[config.mk]
export PLATFORM = sky130hd
export DESIGN_NAME = stage4_mem
export DESIGN_NICKNAME = d
export VERILOG_FILES = /design/src/rtl/stage4_mem_pkg.sv /design/src/rtl/stage4_mem_load_align.sv /design/src/rtl/stage4_mem.sv
export SDC_FILE = /design/constraint.sdc
export NUM_CORES = 1
export LEC_CHECK = 0
export BUFFER_PORTS_ARGS = -buffer_cell sky130_fd_sc_hd__buf_2
export CAP_MARGIN = 40
export CORE_MARGIN = 1.5
export CORE_UTILIZATION = 45
export CTS_BUF_LIST = sky130_fd_sc_hd__clkbuf_8
export DETAILED_ROUTE_END_ITERATION = 7
export PLACE_DENSITY = 0.83
export SYNTH_ARGS = -nofsm -noshare
export SYNTH_HDL_FRONTEND = slang
export SYNTH_HIERARCHICAL = 1
export SYNTH_SLANG_ARGS = --single-unit
export TNS_END_PERCENT = 10
[constraint.sdc]
create_clock -name clk -period 5.5 [get_ports clk]
set_input_delay 0.55 -clock clk [delete_from_list [all_inputs] [get_ports clk]]
set_output_delay 0.55 -clock clk [all_outputs]
set_load 0.05 [all_outputs]
[src/rtl/stage4_mem_pkg.sv]
// Shared definitions for the MEM stage: inter-stage bus widths, load-op
// encodings and the packed layouts of the EX->MEM, MEM->WB and MEM->ID buses.
package stage4_mem_pkg;

  localparam int unsigned WIDTH_ES_TO_MS_BUS = 74;
  localparam int unsigned WIDTH_MS_TO_WS_BUS = 70;
  localparam int unsigned WIDTH_MS_TO_DS_BUS = 38;

  // Load operation encodings carried on es_to_ms_bus[73:71]
  localparam logic [2:0] LD_W  = 3'b000;
  localparam logic [2:0] LD_B  = 3'b001;
  localparam logic [2:0] LD_H  = 3'b010;
  localparam logic [2:0] LD_BU = 3'b011;
  localparam logic [2:0] LD_HU = 3'b100;

  // EX->MEM payload, MSB first: [73:71] ld_op ... [31:0] pc
  typedef struct packed {
    logic [2:0]  ld_op;
    logic [31:0] alu_result;
    logic [4:0]  dest;
    logic        res_from_mem;
    logic        gr_we;
    logic [31:0] pc;
  } es_to_ms_t;

  // MEM->WB payload, MSB first: [69:38] final_result ... [31:0] pc
  typedef struct packed {
    logic [31:0] final_result;
    logic [4:0]  dest;
    logic        gr_we;
    logic [31:0] pc;
  } ms_to_ws_t;

  // MEM->ID forwarding payload: {gr_we & valid, dest, final_result}
  typedef struct packed {
    logic        gr_we;
    logic [4:0]  dest;
    logic [31:0] final_result;
  } ms_to_ds_t;

endpackage

[src/rtl/stage4_mem_load_align.sv]
// Load data alignment: selects the byte/halfword addressed by addr_i from the
// SRAM word and sign- or zero-extends it according to ld_op_i.
// Ports:
//   ld_op_i  - load operation encoding
//   addr_i   - low two bits of the load address
//   rdata_i  - 32-bit word read from the data SRAM
//   result_o - aligned, extended load result (combinational)
module stage4_mem_load_align
  import stage4_mem_pkg::*;
(
  input  logic [2:0]  ld_op_i,
  input  logic [1:0]  addr_i,
  input  logic [31:0] rdata_i,
  output logic [31:0] result_o
);

  logic [7:0]  byte_sel;
  logic [15:0] half_sel;

  // Byte lane select
  always_comb begin
    byte_sel = rdata_i[7:0];
    case (addr_i)
      2'd1:    byte_sel = rdata_i[15:8];
      2'd2:    byte_sel = rdata_i[23:16];
      2'd3:    byte_sel = rdata_i[31:24];
      default: byte_sel = rdata_i[7:0];
    endcase
  end

  // Halfword select; addr_i[0] is deliberately ignored (no misalignment trap)
  assign half_sel = addr_i[1] ? rdata_i[31:16] : rdata_i[15:0];

  // Extension; unused encodings fall back to a full-word load
  always_comb begin
    result_o = rdata_i;
    case (ld_op_i)
      LD_B:    result_o = {{24{byte_sel[7]}}, byte_sel};
      LD_BU:   result_o = {24'h0, byte_sel};
      LD_H:    result_o = {{16{half_sel[15]}}, half_sel};
      LD_HU:   result_o = {16'h0, half_sel};
      default: result_o = rdata_i;
    endcase
  end

endmodule

[src/rtl/stage4_mem.sv]
// Memory-access stage of the 5-stage pipeline. Accepts instructions from EX,
// consumes the synchronous data-SRAM read word, aligns load data, holds that
// word across WB back-pressure, and drives the WB and ID-forwarding buses.
// Ports:
//   clk, resetn      - clock, synchronous active-low reset
//   es_to_ms_valid   - EX presents a valid instruction
//   ms_allow_in      - MEM accepts this cycle
//   es_to_ms_bus     - EX->MEM payload
//   data_sram_rdata  - SRAM read word, valid the cycle after EX issued it
//   ws_allow_in      - WB accepts this cycle
//   ms_to_ws_valid   - MEM presents a valid instruction to WB
//   ms_to_ws_bus     - MEM->WB payload
//   ms_to_ds_bus     - forwarding payload to ID
module stage4_mem
  import stage4_mem_pkg::*;
#(
  parameter int unsigned ES_TO_MS_W = WIDTH_ES_TO_MS_BUS,
  parameter int unsigned MS_TO_WS_W = WIDTH_MS_TO_WS_BUS,
  parameter int unsigned MS_TO_DS_W = WIDTH_MS_TO_DS_BUS
) (
  input  logic                  clk,
  input  logic                  resetn,
  input  logic                  es_to_ms_valid,
  output logic                  ms_allow_in,
  input  logic [ES_TO_MS_W-1:0] es_to_ms_bus,
  input  logic [31:0]           data_sram_rdata,
  input  logic                  ws_allow_in,
  output logic                  ms_to_ws_valid,
  output logic [MS_TO_WS_W-1:0] ms_to_ws_bus,
  output logic [MS_TO_DS_W-1:0] ms_to_ds_bus
);

  logic        ms_valid_q, ms_valid_d;
  es_to_ms_t   bus_q, bus_d;
  logic        first_cycle_q, first_cycle_d;
  logic [31:0] rdata_hold_q, rdata_hold_d;

  logic        ms_ready_go;
  logic        accept;
  logic [31:0] rdata_sel;
  logic [31:0] load_data;
  logic [31:0] final_result;
  ms_to_ws_t   ws_bus;
  ms_to_ds_t   ds_bus;

  // Handshake: MEM never stalls on its own
  assign ms_ready_go    = 1'b1;
  assign ms_allow_in    = !ms_valid_q || (ms_ready_go && ws_allow_in);
  assign ms_to_ws_valid = ms_valid_q && ms_ready_go;
  assign accept         = ms_allow_in && es_to_ms_valid;

  // Next-state: bus register is only written on a real transfer, never cleared
  always_comb begin
    ms_valid_d    = ms_valid_q;
    bus_d         = bus_q;
    first_cycle_d = accept;
    rdata_hold_d  = rdata_hold_q;
    if (ms_allow_in) begin
      ms_valid_d = es_to_ms_valid;
    end
    if (accept) begin
      bus_d = es_to_ms_t'(es_to_ms_bus);
    end
    // SRAM word is only live in the first MEM cycle; capture it for stalls
    if (first_cycle_q) begin
      rdata_hold_d = data_sram_rdata;
    end
  end

  // State register
  always_ff @(posedge clk) begin
    if (!resetn) begin
      ms_valid_q    <= 1'b0;
      bus_q         <= '0;
      first_cycle_q <= 1'b0;
      rdata_hold_q  <= 32'h0;
    end else begin
      ms_valid_q    <= ms_valid_d;
      bus_q         <= bus_d;
      first_cycle_q <= first_cycle_d;
      rdata_hold_q  <= rdata_hold_d;
    end
  end

  assign rdata_sel = first_cycle_q ? data_sram_rdata : rdata_hold_q;

  stage4_mem_load_align u_load_align (
    .ld_op_i  (bus_q.ld_op),
    .addr_i   (bus_q.alu_result[1:0]),
    .rdata_i  (rdata_sel),
    .result_o (load_data)
  );

  assign final_result = bus_q.res_from_mem ? load_data : bus_q.alu_result;

  // Output buses; forwarding write-enable is gated so ID never matches a bubble
  always_comb begin
    ws_bus.final_result = final_result;
    ws_bus.dest         = bus_q.dest;
    ws_bus.gr_we        = bus_q.gr_we;
    ws_bus.pc           = bus_q.pc;
    ds_bus.gr_we        = bus_q.gr_we && ms_valid_q;
    ds_bus.dest         = bus_q.dest;
    ds_bus.final_result = final_result;
  end

  assign ms_to_ws_bus = ws_bus;
  assign ms_to_ds_bus = ds_bus;

endmodule

==> results.toml <==
[synth]
synth_fa_ha_area_share_pct = 0
synth_edf_count = 0
synth_cells = 694
syn-num-nets = 804
synth_top_family_by_area = "multiplexers"
syn_area_sq_um = 6435
yosysSeqAreaShare_pct = 33.60
synthFlopType = "dfxtp_1"
async_reset_ff_share_pct = 0
synth_top_area_share_pct = 33.60
muxShareOfSynthArea_pct = 26.09
syn_avg_cell_area_sq_um = 9.272
yosys-top-cells-area = "dfxtp_1 34%, mux2i_1 12%, mux2_2 9.4%"
synth_compound_gate_area_share_pct = 7.078
synth_top_area_cell = "dfxtp_1"
yosys_warnings = 6
synth_xor_area_share_pct = 0.1361
synth.distinct_cells = 47
ys_seq_elements = 108
synthSimpleGateAreaFrac_pct = 18.53

[critical_path]
ff2ff_setup_slack_ns = 3.45
r2r-start = "ms_to_ws_valid"
crit_chain = "buf_4 > mux2_2 > mux4_2 > nand3_4 > o221ai_1 > mux2_2 > buf_2"
path_class = "flop to output port"
worstRegToRegCells = 4
critPathMaxFanout = 24
end_kind = "output port"
critPathMaxStageDelay_ns = 0.88
cp_slowest_cell = "dfxtp_1"
critPathTopFamily = "multiplexers"
critPathBufInv = 2
reg2reg_to = "bus_q[42]"
startpoint_type = "flop"
crit_arrival_ns = 3.60
critPathRequiredTime_ns = 4.95
cpMostUsedCell = "mux2_2"

[grt]
grt_max_degree = 78
grt_pass1_vias = 4457
overflow = 0
grt_use_total_pct = 19.84
grt_antenna_before_repair = 0
grt_pass1_wl_microns = 22810

[hold_path]
hold_path_startpoint = "es_to_ms_bus[10]"
hp-class = "input port to flop"
holdPathEnd = "ms_to_ws_bus[10]"
whs_path_depth = 3

[outcome]
outcome = "complete, no violations"

[route]
vias = 5007
drtIter0Drc = 392
postRouteAntennaNets = 0
wl_microns = 15360
post_drt_wl_per_cell_microns = 15.59
routed_via_density = 5.083
dr.pass1.iters = 4
drc = 0

[timing]
slew_viol_final = 0
hold_viol = 0
finalCritPeriodShare_pct = 75.46
fin_setup_tns_ns = 0
setup_viol = 0
setup_ws_ns = 1.350
fin_skew_ns = 0.007252
max_freq_ghz = 0.2409
rsz0062_at_grt = "no"
finalCriticalPeriod_ns = 4.150
worst_slew_pin_slew_ns = 0.8797
relSlewSlack_pct = 41.35

[die]
floorplan.initialDensity_pct = 46.18
core_sq_um = 13930
die_w_microns = 122.6
pin_count = 220
die_area_sq_um = 15030
die_y_microns = 122.6
rows = 43

[power_and_ir_drop]
peakVddDrop_v = 0.0001782
power.density_nw_per_um2 = 286.5
leakage_nw = 3.501

[final_layout]
finalNonFillerCells = 985
final_common_cell = "buf_2"
most-common-layout-cells = "219 x buf_2, 152 x nand2_1, 107 x dfxtp_1, 74 x mux2i_1, 54 x mux2_2"
nNetsFinal = 910
syn_to_final_growth_pct = 11.01
drive_gt1_share_pct = 39.88
antenna_cells = 0
final_util_pct = 51.26

[run]
cap_violations = 0

[cts]
cts.sinks = 108
cts_buffers = 9
worstSkewPairLatency_ns = 0.39
clockRootBuffer = "clkbuf_8"
cts_max_path_buffers = 2
cts_resized = 0
clkTransAtPathRegs_ns = 0.11
cts_tree = "done"
hold_buffers = 0
htree_levels = 3
cts_setup_buffers = 0

[placement]
gp_congestion = 0.8300
dp_hpwl_microns = 11000
dpl.cell_count = 969
io_buffer_count = 219
dpl_worst_slack_ns = 1.789
## logic make-up (layout without fill, tap and decap cells)
| logic type | count (synthesis) | in the layout |
|---|---|---|
| simple gates | 245 | 245 |
| buf+inv | 135 | 246 |
| compound gates | 59 | 59 |
| mux | 146 | 146 |
| xor+xnor | 1 | 1 |
| flops | 108 | 108 |
## metal layers
metal / vias to the layer above / GRT usage (%) / wire length (microns)
met4: 0 / 6.541 / 176
met2: 167 / 32.05 / 7224
met1: 2316 / 26.07 / 6821
met3: 12 / 4.740 / 1134
li1: 2512 / - / -
met5: - / 0 / 0
## worst min-delay path, cell delays in order
cell	delay, ns
buf_2	0.09
nand2_1	0.05
mux2i_1	0.05
## stage by stage
stage / instance area [sq um] / hold slack, ns / power [W]
CTS: 7143 / 0.3669 / 0.002065
global route: 7143 / 0.3729 / 0.002138
detailed placement: 6912 / 0.4441 / 0.001497
finish: 7143 / 0.3934 / 0.002047
floorplan: 6435 / 0.4314 / 0.001410
global placement: 6879 / 0.4382 / 0.001484
## worst max path at each step
| stage | cells after the start | from | to | slack (ns) |
|---|---|---|---|---|
| CTS | 7 | first_cycle_q | ms_to_ds_bus[15] | 1.35 |
| floorplan | 9 | first_cycle_q | ms_to_ws_bus[46] | 2.52 |
| global placement | 7 | first_cycle_q | ms_to_ds_bus[8] | 1.83 |
| detailed placement | 7 | first_cycle_q | ms_to_ds_bus[15] | 1.79 |
| global route | 7 | first_cycle_q | ms_to_ds_bus[8] | 1.18 |
| finish | 7 | first_cycle_q | ms_to_ds_bus[15] | 1.35 |
## synth_stat cells, drive strengths merged (2+ instances only)
cell / count
nand3: 18
inv: 3
nand4: 2
nor4bb: 3
clkbuf: 23
a32oi: 6
and4b: 7
nand2b: 2
mux2: 64
nand2: 152
mux2i: 74
o21ai: 18
nor2b: 9
nor2: 2
buf: 109
a21boi: 8
a221o: 6
a2111oi: 7
dfxtp: 108
and2: 44
o221ai: 7
mux4: 8
## state kept, by name (all words and copies together), names as in the netlist
name and cells:
ms_to_ws_bus 33, bus_q 36, ms_to_ds_bus 5, rdata_hold_q 32
ms_to_ws_valid 1, first_cycle_q 1
## power breakdown
part	leakage (nW)	total [W]	internal, W	switching (W)
combinational	2.49	0.000615	0.000200	0.000415
clock	0.126	0.000568	0.000298	0.000270
sequential	0.888	0.000864	0.000830	0.0000346
total	3.50	0.00205	0.00133	0.000719
## layout make-up
class | count | area, sq um
fillers | 1305 | 6792
clock inverters | 7 | 107.6
clock buffers | 9 | 123.9
flip-flops and latches | 108 | 2163
inverters | 3 | 11.26
multi-input cells | 451 | 3336
well taps | 180 | 225.2
repair buffers | 227 | 1176
Power figures use the tool's default switching activity.
